`config.mk`:
```
export PLATFORM = sky130hd
export DESIGN_NAME = soc_rst_seq
export DESIGN_NICKNAME = d
export VERILOG_FILES = /design/src/rtl/soc_rst_seq.sv
export SDC_FILE = /design/constraint.sdc
export NUM_CORES = 1
export LEC_CHECK = 0
export ABC_AREA = 1
export ABC_CLOCK_PERIOD_IN_PS = 1900
export BUFFER_PORTS_ARGS = -buffer_cell sky130_fd_sc_hd__buf_2
export CAP_MARGIN = 20
export CORE_ASPECT_RATIO = 1.1
export CORE_MARGIN = 5
export CORE_UTILIZATION = 30
export CTS_CLUSTER_DIAMETER = 200
export CTS_CLUSTER_SIZE = 8
export DETAILED_ROUTE_END_ITERATION = 10
export PLACE_DENSITY_LB_ADDON = 0.2
export SLEW_MARGIN = 20
export SYNTH_ARGS = -nofsm -noshare
export SYNTH_HDL_FRONTEND = slang
export SYNTH_SLANG_ARGS = --single-unit
```
`constraint.sdc`:
```
create_clock -name sys_clk -period 1.9 [get_ports sys_clk]
set_input_delay 0.285 -clock sys_clk [delete_from_list [all_inputs] [get_ports sys_clk]]
set_output_delay 0.285 -clock sys_clk [all_outputs]
set_load 0.05 [all_outputs]
```
`src/rtl/soc_rst_seq.sv`:
```
// Reset sequencer: holds all channels in reset, releases them staggered, then times a RUN phase.
// Optional watchdog on the RUN phase is compiled in with `define SOC_RST_SEQ_WDT_EN.
module soc_rst_seq #(
  parameter int unsigned NUM_CH      = 2,
  parameter int unsigned HOLD_CYC    = 10,
  parameter int unsigned STAGGER_CYC = 4,
  parameter int unsigned TIMEOUT_CYC = 25,
  parameter int unsigned CNT_W       = 16
) (
  input  logic              sys_clk,
  input  logic              sys_rst,
  input  logic              soft_rst_req,
  input  logic              halt_i,
  output logic [NUM_CH-1:0] ch_rst_n,
  output logic [CNT_W-1:0]  run_cnt,
  output logic              done,
  output logic              timeout,
  output logic [1:0]        state_o
);

  typedef enum logic [1:0] {
    HOLD    = 2'd0,
    RELEASE = 2'd1,
    RUN     = 2'd2,
    STOP    = 2'd3
  } state_t;

  localparam int unsigned LAST_REL = STAGGER_CYC * (NUM_CH - 1);

  state_t             state_q, state_d;
  logic [CNT_W-1:0]   phase_q, phase_d;
  logic [CNT_W-1:0]   run_cnt_q, run_cnt_d;
  logic [NUM_CH-1:0]  ch_q, ch_d;
  logic               done_q, done_d;
  logic               timeout_q, timeout_d;
  logic               wdt_hit;

`ifdef SOC_RST_SEQ_WDT_EN
  // Compared at 32 bits so a budget wider than CNT_W can never alias.
  assign wdt_hit = (32'(run_cnt_q) == TIMEOUT_CYC - 1);
`else
  logic unused_timeout_cfg;
  assign unused_timeout_cfg = (TIMEOUT_CYC != 0);
  assign wdt_hit = 1'b0;
`endif

  always_comb begin
    state_d   = state_q;
    phase_d   = phase_q;
    run_cnt_d = run_cnt_q;
    ch_d      = ch_q;
    done_d    = done_q;
    timeout_d = timeout_q;
    if (soft_rst_req) begin
      state_d   = HOLD;
      phase_d   = '0;
      run_cnt_d = '0;
      ch_d      = '0;
      done_d    = 1'b0;
      timeout_d = 1'b0;
    end else begin
      case (state_q)
        HOLD: begin
          if (32'(phase_q) == HOLD_CYC - 1) begin
            state_d = RELEASE;
            phase_d = '0;
          end else begin
            phase_d = phase_q + 1'b1;
          end
        end
        RELEASE: begin
          for (int unsigned k = 0; k < NUM_CH; k++) begin
            if (32'(phase_q) >= STAGGER_CYC * k) ch_d[k] = 1'b1;
          end
          // The last channel's release edge is also the edge into RUN.
          if (32'(phase_q) == LAST_REL) begin
            state_d = RUN;
            phase_d = '0;
          end else begin
            phase_d = phase_q + 1'b1;
          end
        end
        RUN: begin
          if (halt_i) begin
            state_d = STOP;
            done_d  = 1'b1;
          end else if (wdt_hit) begin
            state_d   = STOP;
            timeout_d = 1'b1;
          end else if (run_cnt_q != '1) begin
            run_cnt_d = run_cnt_q + 1'b1;
          end
        end
        STOP: begin
        end
        default: state_d = HOLD;
      endcase
    end
  end

  always_ff @(posedge sys_clk or posedge sys_rst) begin
    if (sys_rst) begin
      state_q   <= HOLD;
      phase_q   <= '0;
      run_cnt_q <= '0;
      ch_q      <= '0;
      done_q    <= 1'b0;
      timeout_q <= 1'b0;
    end else begin
      state_q   <= state_d;
      phase_q   <= phase_d;
      run_cnt_q <= run_cnt_d;
      ch_q      <= ch_d;
      done_q    <= done_d;
      timeout_q <= timeout_d;
    end
  end

  assign ch_rst_n = ch_q;
  assign run_cnt  = run_cnt_q;
  assign done     = done_q;
  assign timeout  = timeout_q;
  assign state_o  = state_q;

endmodule

```
==> impl_table.tex, run 1 <==
\begin{tabular}{lr}
\hline
Metric & Value \\
\hline
\multicolumn{2}{l}{\textbf{Worst setup path}} \\
CP max-delay cell & dfrtp\_1 \\
Cell-by-cell trace of the critical path & inv\_1, ha\_1, nor2\_1, nand2\_2, buf\_4, nand3\_2, nor2\_2, nand2\_1, nand2\_1, o21ai\_1, nor2\_1 \\
Slack of the worst reg-to-reg path & 0.19 ns \\
Endpoint class of the critical path & register \\
Last element of the critical path & phase\_q[13]\$\_DFFE\_PP0P\_ \\
Number of buffer and inverter instances along the worst setup path & 2 \\
Crit-path max FO & 10 \\
R2R Path Start & state\_o[1]\$\_DFFE\_PP0P\_ \\
Max incr delay on CP & 0.42 ns \\
Category of the critical setup timing path & register to register \\
Worst setup path startpoint & state\_o[1]\$\_DFFE\_PP0P\_ \\
CP startpoint kind & register \\
Required time worst endpoint & 2.12 ns \\
Data arrival time of the worst path & 1.93 ns \\
Depth of the critical timing path with buffers and inverters included & 11 \\
Critical path's top delay family & simple AND/OR/NAND/NOR gates \\
Count of cells along the worst register-to-register path & 11 \\
Endpoint of the worst register-to-register path & phase\_q[13]\$\_DFFE\_PP0P\_ \\
\multicolumn{2}{l}{\textbf{Final layout}} \\
Final net count & 377 \\
Area occupied by multi-input gates & 1310 um\^{}2 \\
Number of antenna diodes & 0 \\
Area taken by flip-flops and latches & 926 um\^{}2 \\
Fraction of final layout cells sized beyond drive strength 1 & 0.177 \\
Filler instances & 881 \\
Post-Layout Inst Area & 2790 um\^{}2 \\
Area Overhead vs Synth & 14.7\% \\
\multicolumn{2}{l}{\textbf{Place}} \\
Placed standard-cell area & 2690 um\^{}2 \\
Count of port buffers added during placement & 24 \\
Placed wire-length estimate & 4220 um \\
Placer Congestion & 0.780 \\
\multicolumn{2}{l}{\textbf{Timing}} \\
Final TNS setup & 0 ns \\
Setup-failing EPs final & 0 \\
Share of the clock period used by the worst path & 0.900 \\
RSZ-0062 raised after global routing & no \\
Peak Freq & 0.585 GHz \\
Final-report max-slew violation count & 0 \\
Post-route clock skew & 0.00925 ns \\
Worst Max-Slew Pin Slew & 0.511 ns \\
Time the final worst path needs with I/O delays and setup & 1.71 ns \\
Endpoints failing hold & 0 \\
Headroom to the max-slew limit & 0.656 \\
\multicolumn{2}{l}{\textbf{Route}} \\
First DRT Iteration DRCs & 98 \\
Final antenna-violating net count & 0 \\
Wirelength, routed & 5600 um \\
Iteration count of the initial detailed-routing pass & 4 \\
Residual DRC & 0 \\
Via count of the routed design & 2178 \\
Vias per Instance & 4.59 \\
Mean routed wirelength per cell & 11.8 um \\
\multicolumn{2}{l}{\textbf{Global routing}} \\
Aggregate global-route resource usage & 0.120 \\
Grt ovf & 0 \\
Vias in the first global route & 2095 \\
Pin count of the biggest net entering global routing & 38 \\
Antenna violations before repair & 0 \\
Global-route wire length before repair & 9740 um \\
\multicolumn{2}{l}{\textbf{Floorplan}} \\
Overall die height & 104 um \\
Placeable Area & 7910 um\^{}2 \\
Initial core utilization & 0.307 \\
Die boundary width & 95.8 um \\
Cell row count & 34 \\
Count of pins on the block boundary & 26 \\
Total Die Area & 10000 um\^{}2 \\
\multicolumn{2}{l}{\textbf{Logic synthesis}} \\
Library cell with the highest instance count after synthesis & nand2\_1 \\
Synth Instances & 335 \\
Synthesis warning total & 0 \\
Leading cell types by count after synthesis & nand2\_1 (93), nor2\_1 (52), dfrtp\_1 (37), inv\_1 (32), nand3\_1 (24) \\
\#FFs+latches synth & 37 \\
Number of enable flip-flop cells after synthesis & 0 \\
Distinct cell type count of the synthesized netlist & 31 \\
Share of the synthesized area in the top cell type & 0.381 \\
Syn Std Cell Area & 2430 um\^{}2 \\
Number of nets produced by synthesis & 346 \\
Synth top area cells & dfrtp\_1 (38\%), nand2\_1 (14\%), nor2\_1 (8.0\%) \\
FFs w/ async S/R, synth & 1.00 \\
Most instantiated flip-flop cell in the synthesis netlist & dfrtp\_1 \\
Share of the yosys chip area belonging to registers & 0.381 \\
Post-synthesis cell type with the largest combined area & dfrtp\_1 \\
Synthesized area per cell & 7.25 um\^{}2 \\
\multicolumn{2}{l}{\textbf{CTS}} \\
CTS root buf & clkbuf\_8 \\
Number of H-tree levels & 2 \\
TritonCTS clock tree & built \\
Max Buffers Root-to-Sink & 2 \\
Number of setup buffers added after CTS & 0 \\
Clock-pin slew on the worst setup and hold paths & 0.08 ns \\
TritonCTS buffer count & 5 \\
Clock tree sinks & 37 \\
Skew-Pair Late Insertion Delay & 0.29 ns \\
Number of hold-repair buffers added at the cts stage & 0 \\
Count of cells resized by post-cts repair & 0 \\
\multicolumn{2}{l}{\textbf{Run}} \\
Number of violations of the max-capacitance limit & 0 \\
\multicolumn{2}{l}{\textbf{Power and ir drop}} \\
Leakage dissipation & 1.33 nW \\
Max IR drop VDD & 0.250 mV \\
Areal power density over the cells & 635 nW/um\^{}2 \\
\multicolumn{2}{l}{\textbf{Outcome}} \\
Run status & finished, final reports clean \\
\multicolumn{2}{l}{\textbf{Worst hold path}} \\
Type of the worst min-delay path & primary input to asynchronous set/reset pin \\
\hline
\end{tabular}
-- report_power, final --
part	switching, mW	internal [mW]	leakage (nW)
sequential	0.0345	0.816	0.512
combinational	0.206	0.0908	0.764
clock	0.294	0.328	0.0542
-- cell type report --
class | instances | area share
clock buffers | 7 | 0.0346
clock inverters | 1 | 0.00180
inverters | 34 | 0.0458
multi-input cells | 257 | 0.471
flip-flops and latches | 37 | 0.332
well taps | 108 | 0.0485
repair buffers | 31 | 0.0665
-- sequential cells by signal, summed over array words and instances (netlist names) --
signal / flops
ch_rst_n: 2
phase_q: 16
done: 1
run_cnt: 16
state_o: 2
-- per-stage QoR --
step	instances	hold slack [ns]	power [mW]	util	setup slack [ns]
final	475	0.0958	1.77	0.352	0.189
after global placement	467	0.441	1.17	0.339	0.274
after floorplan	335	0.435	1.09	-	0.0763
after CTS	475	0.117	1.81	0.352	0.180
after global routing	475	0.166	1.88	0.352	0.0128
after detailed placement	467	0.445	1.17	0.339	0.204
-- routing by layer --
metal,GRT usage,wire (um),part of all wire
met1,0.151,2580,0.46
met2,0.205,2740,0.49
met3,0.0275,233,0.042
met4,0.0274,55,0.0098
met5,0,0,0
-- layout by cell type (no fill, tap or decap), types with 4 or more instances in the layout --
cell type,instances
buf_2,24
xor2_1,9
nand2_2,7
nand2_1,93
o21ai_2,5
nor2_2,4
nor2_1,52
buf_4,6
o21bai_1,6
nand3_1,24
dfrtp_1,37
nor3_1,7
clkbuf_8,7
ha_1,7
o21ai_0,11
nand4_1,14
inv_1,32
-- worst min-delay path, cell delays in order --
cell,delay [ns]
buf_2,0.09
inv_1,0.04
buf_4,0.41
-- cell families after synthesis --
family | count (synthesis) | share of synthesized area
other | 1 | 0.00154
buffers and inverters | 41 | 0.0788
xor gates and xnor gates | 10 | 0.0361
DFF | 37 | 0.381
AOI/OAI and AO/OA | 30 | 0.0814
and+or+nand+nor | 209 | 0.385
adders and majority gates | 7 | 0.0361
-- worst min-delay path by stage --
stage | from | end | slack, ns
6_report | sys_rst | run_cnt[1]$_DFFE_PP0P_ | 0.1
5_1_grt | sys_rst | run_cnt[2]$_DFFE_PP0P_ | 0.17
4_1_cts | sys_rst | run_cnt[2]$_DFFE_PP0P_ | 0.12
3_5_place_dp | sys_rst | run_cnt[2]$_DFFE_PP0P_ | 0.45
3_3_place_gp | sys_rst | run_cnt[2]$_DFFE_PP0P_ | 0.44
2_1_floorplan | halt_i | done$_DFFE_PP0P_ | 0.43
No activity file was read; power rests on OpenSTA's default activity.
==> run 2, diff against run 1 <==
--- a/config.mk
+++ b/config.mk
@@ -16,4 +16,5 @@
 export CTS_CLUSTER_SIZE = 8
 export DETAILED_ROUTE_END_ITERATION = 10
+export HOLD_SLACK_MARGIN = 0.06
 export PLACE_DENSITY_LB_ADDON = 0.2
 export SLEW_MARGIN = 20
==> constraint.sdc (replaced) <==
create_clock -name sys_clk -period 1.9 [get_ports sys_clk]
set_input_delay 0.285 -clock sys_clk [delete_from_list [all_inputs] [get_ports sys_clk]]
set_output_delay 0.285 -clock sys_clk [all_outputs]
set_load 0.1 [all_outputs]
==> impl_table.tex, run 2 (synthesis results as in run 1) <==
\begin{tabular}{lr}
\hline
Metric & Value \\
\hline
\multicolumn{2}{l}{\textbf{Power and ir drop}} \\
Seq pwr share & 0.482 \\
Int Power & 1.20 mW \\
Share of total power consumed by net switching & 0.325 \\
Max IR drop VDD & 0.244 mV \\
Portion of total power attributed to combinational logic & 0.196 \\
PnR Total Power & 1.78 mW \\
Areal power density over the cells & 640 nW/um\^{}2 \\
Leakage dissipation & 1.30 nW \\
Clock share of power & 0.322 \\
Power dissipated by switching net loads & 579 uW \\
\multicolumn{2}{l}{\textbf{Floorplan}} \\
Die boundary width & 95.8 um \\
Overall die height & 104 um \\
Count of pins on the block boundary & 26 \\
Placeable Area & 7910 um\^{}2 \\
Initial core utilization & 0.307 \\
Cell row count & 34 \\
Total Die Area & 10000 um\^{}2 \\
\multicolumn{2}{l}{\textbf{Place}} \\
Count of port buffers added during placement & 24 \\
Placer Congestion & 0.861 \\
Placed standard-cell area & 2690 um\^{}2 \\
Placed wire-length estimate & 4350 um \\
\multicolumn{2}{l}{\textbf{Timing}} \\
Worst Max-Slew Pin Slew & 0.501 ns \\
Time the final worst path needs with I/O delays and setup & 1.75 ns \\
Post-route clock skew & 0.00651 ns \\
Endpoints failing hold & 0 \\
RSZ-0062 raised after global routing & no \\
Peak Freq & 0.573 GHz \\
Final TNS setup & 0 ns \\
Setup-failing EPs final & 0 \\
Share of the clock period used by the worst path & 0.919 \\
Fin Hold WS & 0.105 ns \\
Headroom to the max-slew limit & 0.663 \\
Final-report max-slew violation count & 0 \\
\multicolumn{2}{l}{\textbf{Run}} \\
Number of violations of the max-capacitance limit & 0 \\
\multicolumn{2}{l}{\textbf{Route}} \\
Residual DRC & 0 \\
Mean routed wirelength per cell & 12.1 um \\
Via count of the routed design & 2199 \\
Final antenna-violating net count & 0 \\
First DRT Iteration DRCs & 73 \\
Wirelength, routed & 5760 um \\
Iteration count of the initial detailed-routing pass & 6 \\
Vias per Instance & 4.63 \\
\multicolumn{2}{l}{\textbf{Outcome}} \\
Run status & finished, final reports clean \\
\multicolumn{2}{l}{\textbf{Final layout}} \\
Filler instances & 872 \\
Final core area utilization & 0.351 \\
Final net count & 377 \\
Leading cell type in the layout, fill and taps excluded & nand2\_1 \\
Number of antenna diodes & 0 \\
Area Overhead vs Synth & 14.5\% \\
Fraction of final layout cells sized beyond drive strength 1 & 0.207 \\
Post-Layout Inst Area & 2780 um\^{}2 \\
Most frequent cells in the layout & nand2\_1 (93), nor2\_1 (51), inv\_1 (32) \\
\multicolumn{2}{l}{\textbf{CTS}} \\
TritonCTS buffer count & 5 \\
Number of hold-repair buffers added at the cts stage & 0 \\
Clock tree sinks & 37 \\
Number of setup buffers added after CTS & 0 \\
Count of cells resized by post-cts repair & 0 \\
CTS root buf & clkbuf\_8 \\
Max Buffers Root-to-Sink & 2 \\
TritonCTS clock tree & built \\
Number of H-tree levels & 2 \\
Clock-pin slew on the worst setup and hold paths & 0.08 ns \\
Skew-Pair Late Insertion Delay & 0.29 ns \\
\multicolumn{2}{l}{\textbf{Worst setup path}} \\
Count of cells along the worst register-to-register path & 11 \\
R2R Path Start & state\_o[1]\$\_DFFE\_PP0P\_ \\
Data arrival time of the worst path & 1.96 ns \\
Endpoint of the worst register-to-register path & phase\_q[13]\$\_DFFE\_PP0P\_ \\
CP startpoint kind & register \\
Slack of the worst reg-to-reg path & 0.15 ns \\
Required time worst endpoint & 2.12 ns \\
Crit-path max FO & 10 \\
Category of the critical setup timing path & register to register \\
Endpoint class of the critical path & register \\
Worst setup path startpoint & state\_o[1]\$\_DFFE\_PP0P\_ \\
Last element of the critical path & phase\_q[13]\$\_DFFE\_PP0P\_ \\
\multicolumn{2}{l}{\textbf{Global routing}} \\
Pin count of the biggest net entering global routing & 38 \\
Vias in the first global route & 2143 \\
Aggregate global-route resource usage & 0.122 \\
Global-route wire length before repair & 9920 um \\
Antenna violations before repair & 0 \\
Grt ovf & 0 \\
\multicolumn{2}{l}{\textbf{Worst hold path}} \\
Type of the worst min-delay path & primary input to asynchronous set/reset pin \\
\hline
\end{tabular}
## run 2: cell types whose count changed in the layout (fill, tap and decap cells not counted), sizes merged
cell and change:
clkbuf +1, clkinv -1
## run 2: metrics by stage
step / setup WS [ns] / std cells
2_1_floorplan: 0.00347 / 335
3_3_place_gp: 0.205 / 467
3_5_place_dp: 0.165 / 467
4_1_cts: 0.131 / 475
5_1_grt: 0.0166 / 475
6_report: 0.154 / 475
## run 2: how the worst min path moves through the flow
stage / end / slack (ns) / depth (start not counted)
5_1_grt: run_cnt[3]$_DFFE_PP0P_ / 0.16 / 3
2_1_floorplan: done$_DFFE_PP0P_ / 0.43 / 2
3_5_place_dp: run_cnt[3]$_DFFE_PP0P_ / 0.45 / 3
6_report: run_cnt[3]$_DFFE_PP0P_ / 0.11 / 3
3_3_place_gp: run_cnt[3]$_DFFE_PP0P_ / 0.44 / 3
4_1_cts: run_cnt[3]$_DFFE_PP0P_ / 0.13 / 3
## run 2: critical path: stages, from the launching register on
cell and delay, ns:
dfrtp_2 0.42, inv_1 0.08, ha_1 0.24, nor2_2 0.06
nand2_2 0.13, buf_4 0.21, nand3_2 0.10, nor2_2 0.11
nand2_1 0.06, nand2_1 0.07, o21ai_1 0.08, nor2_1 0.11
## run 2: cell type report
class,instances,area [um^2],share of cell area
flip-flops and latches,37,941,0.338
well taps,108,135,0.0486
inverters,34,128,0.0459
repair buffers,31,173,0.0621
clock buffers,8,90.1,0.0324
multi-input cells,257,1310,0.473
## run 2: power groups by stage
stage / combinational (mW) / clock, mW / sequential, mW
6_report: 0.349 / 0.573 / 0.858
5_1_grt: 0.386 / 0.626 / 0.866
4_1_cts: 0.353 / 0.600 / 0.859
3_5_place_dp: 0.351 / 0 / 0.874
3_3_place_gp: 0.352 / 0 / 0.874
2_1_floorplan: 0.182 / 0 / 0.973
## run 2: layer usage
layer	track usage	routed length [um]
met1	0.151	2630
met2	0.211	2820
met3	0.0246	222
met4	0.0335	88
met5	0	0
==> run 3, diff against run 2 <==
- ABC_AREA: 1 -> default
==> impl_table.tex, run 3 <==
\begin{tabular}{lr}
\hline
Metric & Value \\
\hline
\multicolumn{2}{l}{\textbf{Final layout}} \\
Area occupied by multi-input gates & 1320 um\^{}2 \\
Leading cell type in the layout, fill and taps excluded & buf\_2 \\
Fraction of final layout cells sized beyond drive strength 1 & 0.313 \\
Filler instances & 693 \\
Final core area utilization & 0.386 \\
Number of antenna diodes & 0 \\
Post-Layout Inst Area & 2740 um\^{}2 \\
Area taken by flip-flops and latches & 973 um\^{}2 \\
Final net count & 282 \\
Most frequent cells in the layout & buf\_2 (24), nor2\_1 (22), a21oi\_1 (19), dfrtp\_1 (19), nand2\_1 (18) \\
Area Overhead vs Synth & 23.6\% \\
\multicolumn{2}{l}{\textbf{Route}} \\
Residual DRC & 0 \\
First DRT Iteration DRCs & 40 \\
Mean routed wirelength per cell & 15.0 um \\
Via count of the routed design & 1855 \\
Vias per Instance & 5.20 \\
Final antenna-violating net count & 0 \\
Iteration count of the initial detailed-routing pass & 4 \\
Wirelength, routed & 5350 um \\
\multicolumn{2}{l}{\textbf{Logic synthesis}} \\
Number of nets produced by synthesis & 247 \\
\#FFs+latches synth & 37 \\
Synth top area cells & dfrtp\_1 (42\%), a21oi\_1 (4.5\%), ha\_1 (4.0\%) \\
Number of enable flip-flop cells after synthesis & 0 \\
Synthesis warning total & 0 \\
Most instantiated flip-flop cell in the synthesis netlist & dfrtp\_1 \\
Share of the yosys chip area belonging to registers & 0.418 \\
Synth Instances & 236 \\
Share of the synthesized area in the top cell type & 0.418 \\
Syn Std Cell Area & 2210 um\^{}2 \\
Synthesized area per cell & 9.38 um\^{}2 \\
FFs w/ async S/R, synth & 1.00 \\
Distinct cell type count of the synthesized netlist & 49 \\
Post-synthesis cell type with the largest combined area & dfrtp\_1 \\
Leading cell types by count after synthesis & dfrtp\_1 (37), nor2\_1 (22), a21oi\_1 (20), nand2\_1 (18), nand3\_1 (12) \\
Library cell with the highest instance count after synthesis & dfrtp\_1 \\
\multicolumn{2}{l}{\textbf{Worst setup path}} \\
Endpoint class of the critical path & register \\
Required time worst endpoint & 2.11 ns \\
Data arrival time of the worst path & 2.07 ns \\
Crit-path max FO & 5 \\
CP startpoint kind & register \\
Category of the critical setup timing path & register to register \\
\multicolumn{2}{l}{\textbf{Place}} \\
Placed standard-cell area & 2610 um\^{}2 \\
Count of port buffers added during placement & 24 \\
Placed wire-length estimate & 3890 um \\
Placer Congestion & 0.777 \\
\multicolumn{2}{l}{\textbf{Timing}} \\
Worst Max-Slew Pin Slew & 0.487 ns \\
Post-route clock skew & 0.00446 ns \\
Share of the clock period used by the worst path & 0.975 \\
Setup-failing EPs final & 0 \\
RSZ-0062 raised after global routing & yes \\
Headroom to the max-slew limit & 0.672 \\
Endpoints failing hold & 0 \\
Peak Freq & 0.540 GHz \\
Time the final worst path needs with I/O delays and setup & 1.85 ns \\
Final-report max-slew violation count & 0 \\
\multicolumn{2}{l}{\textbf{CTS}} \\
Max Buffers Root-to-Sink & 2 \\
Clock tree sinks & 37 \\
Clock-pin slew on the worst setup and hold paths & 0.08 ns \\
Skew-Pair Late Insertion Delay & 0.28 ns \\
CTS root buf & clkbuf\_8 \\
TritonCTS buffer count & 5 \\
TritonCTS clock tree & built \\
Number of H-tree levels & 2 \\
\multicolumn{2}{l}{\textbf{Floorplan}} \\
Total Die Area & 9200 um\^{}2 \\
Count of pins on the block boundary & 26 \\
Die boundary width & 91.9 um \\
Initial core utilization & 0.312 \\
Placeable Area & 7090 um\^{}2 \\
Cell row count & 32 \\
Overall die height & 100 um \\
\multicolumn{2}{l}{\textbf{Worst hold path}} \\
Type of the worst min-delay path & primary input to asynchronous set/reset pin \\
\multicolumn{2}{l}{\textbf{Global routing}} \\
Global-route wire length before repair & 9160 um \\
Vias in the first global route & 1853 \\
Antenna violations before repair & 0 \\
Pin count of the biggest net entering global routing & 38 \\
GRT met1 Usage & 0.149 \\
Aggregate global-route resource usage & 0.124 \\
Grt ovf & 0 \\
Routing usage on met3 & 0.0262 \\
GRT Max-Usage Layer & met2 \\
GR met2 Demand/Resource & 0.223 \\
\multicolumn{2}{l}{\textbf{Power and ir drop}} \\
Areal power density over the cells & 561 nW/um\^{}2 \\
Max IR drop VDD & 0.316 mV \\
Leakage dissipation & 1.15 nW \\
\multicolumn{2}{l}{\textbf{Run}} \\
Number of violations of the max-capacitance limit & 0 \\
\multicolumn{2}{l}{\textbf{Outcome}} \\
Run status & finished, final reports clean \\
\hline
\end{tabular}
## run 3: power by group
group          total, mW  leakage (nW)  internal (mW)  switching, mW
clock              0.575        0.0455          0.296          0.279
sequential         0.809         0.481          0.796         0.0128
combinational      0.152         0.619         0.0433          0.109
total               1.54          1.15           1.14          0.400
## run 3: cell families after synthesis
kind of cell | Yosys count | synth area share
simple gates | 109 | 0.303
other cells | 1 | 0.00169
fa+ha+maj | 7 | 0.0395
compound gates | 49 | 0.136
mux | 6 | 0.0299
buf+inv | 18 | 0.0362
xor+xnor | 9 | 0.0356
flops | 37 | 0.418
## run 3: worst paths after layout
path	depth (start not counted)	slack (ns)	end	startpoint
max	6	0.05	run_cnt[11]$_DFFE_PP0P_	state_o[0]$_DFFE_PP0P_
min	3	0.10	run_cnt[5]$_DFFE_PP0P_	sys_rst
max reg2reg	6	0.05	run_cnt[11]$_DFFE_PP0P_	state_o[0]$_DFFE_PP0P_
min reg2reg	2	0.52	ch_rst_n[1]$_DFFE_PP0P_	ch_rst_n[1]$_DFFE_PP0P_
max in group asynchronous	3	1.43	state_o[0]$_DFFE_PP0P_	sys_rst
min in group sys_clk	2	0.27	state_o[0]$_DFFE_PP0P_	soft_rst_req
## run 3: through the flow
step	power, mW	TNS [ns]	setup slack, ns	hold WS (ns)	cells
after detailed placement	0.981	0	0.0715	0.436	349
after CTS	1.57	0	0.0334	0.120	357
after global placement	0.979	0	0.0761	0.435	349
final	1.54	0	0.0474	0.104	357
after floorplan	0.946	-0.307	-0.0626	0.435	236
after global routing	1.62	-0.0111	-0.0101	0.169	357
## run 3: layout make-up
class / count / area share
Clock buffer: 8 / 0.0329
Timing Repair Buffer: 36 / 0.0768
Inverter: 10 / 0.0155
Multi-Input combinational cell: 181 / 0.480
Sequential cell: 37 / 0.356
Tap cell: 85 / 0.0388
## run 3: what timing repair did
action,in CTS,in global routing
endpoints found under the setup margin,0,7
hold endpoints to repair,0,0
gates resized for setup,0,6
hold buffers,0,0
setup buffers,0,0
## run 3: critical path, cell delays in order, from the launching register on
cell and delay, ns:
dfrtp_4 0.51, inv_4 0.09, ha_4 0.15, and3b_2 0.23, nand3_2 0.12, or4_1 0.51
a21oi_2 0.16
## run 3: per-layer routing
| metal | vias to the layer above | part of all wire |
|---|---|---|
| li1 | 929 | - |
| met1 | 895 | 0.44 |
| met2 | 26 | 0.52 |
| met3 | 5 | 0.030 |
| met4 | 0 | 0.010 |
| met5 | - | 0 |
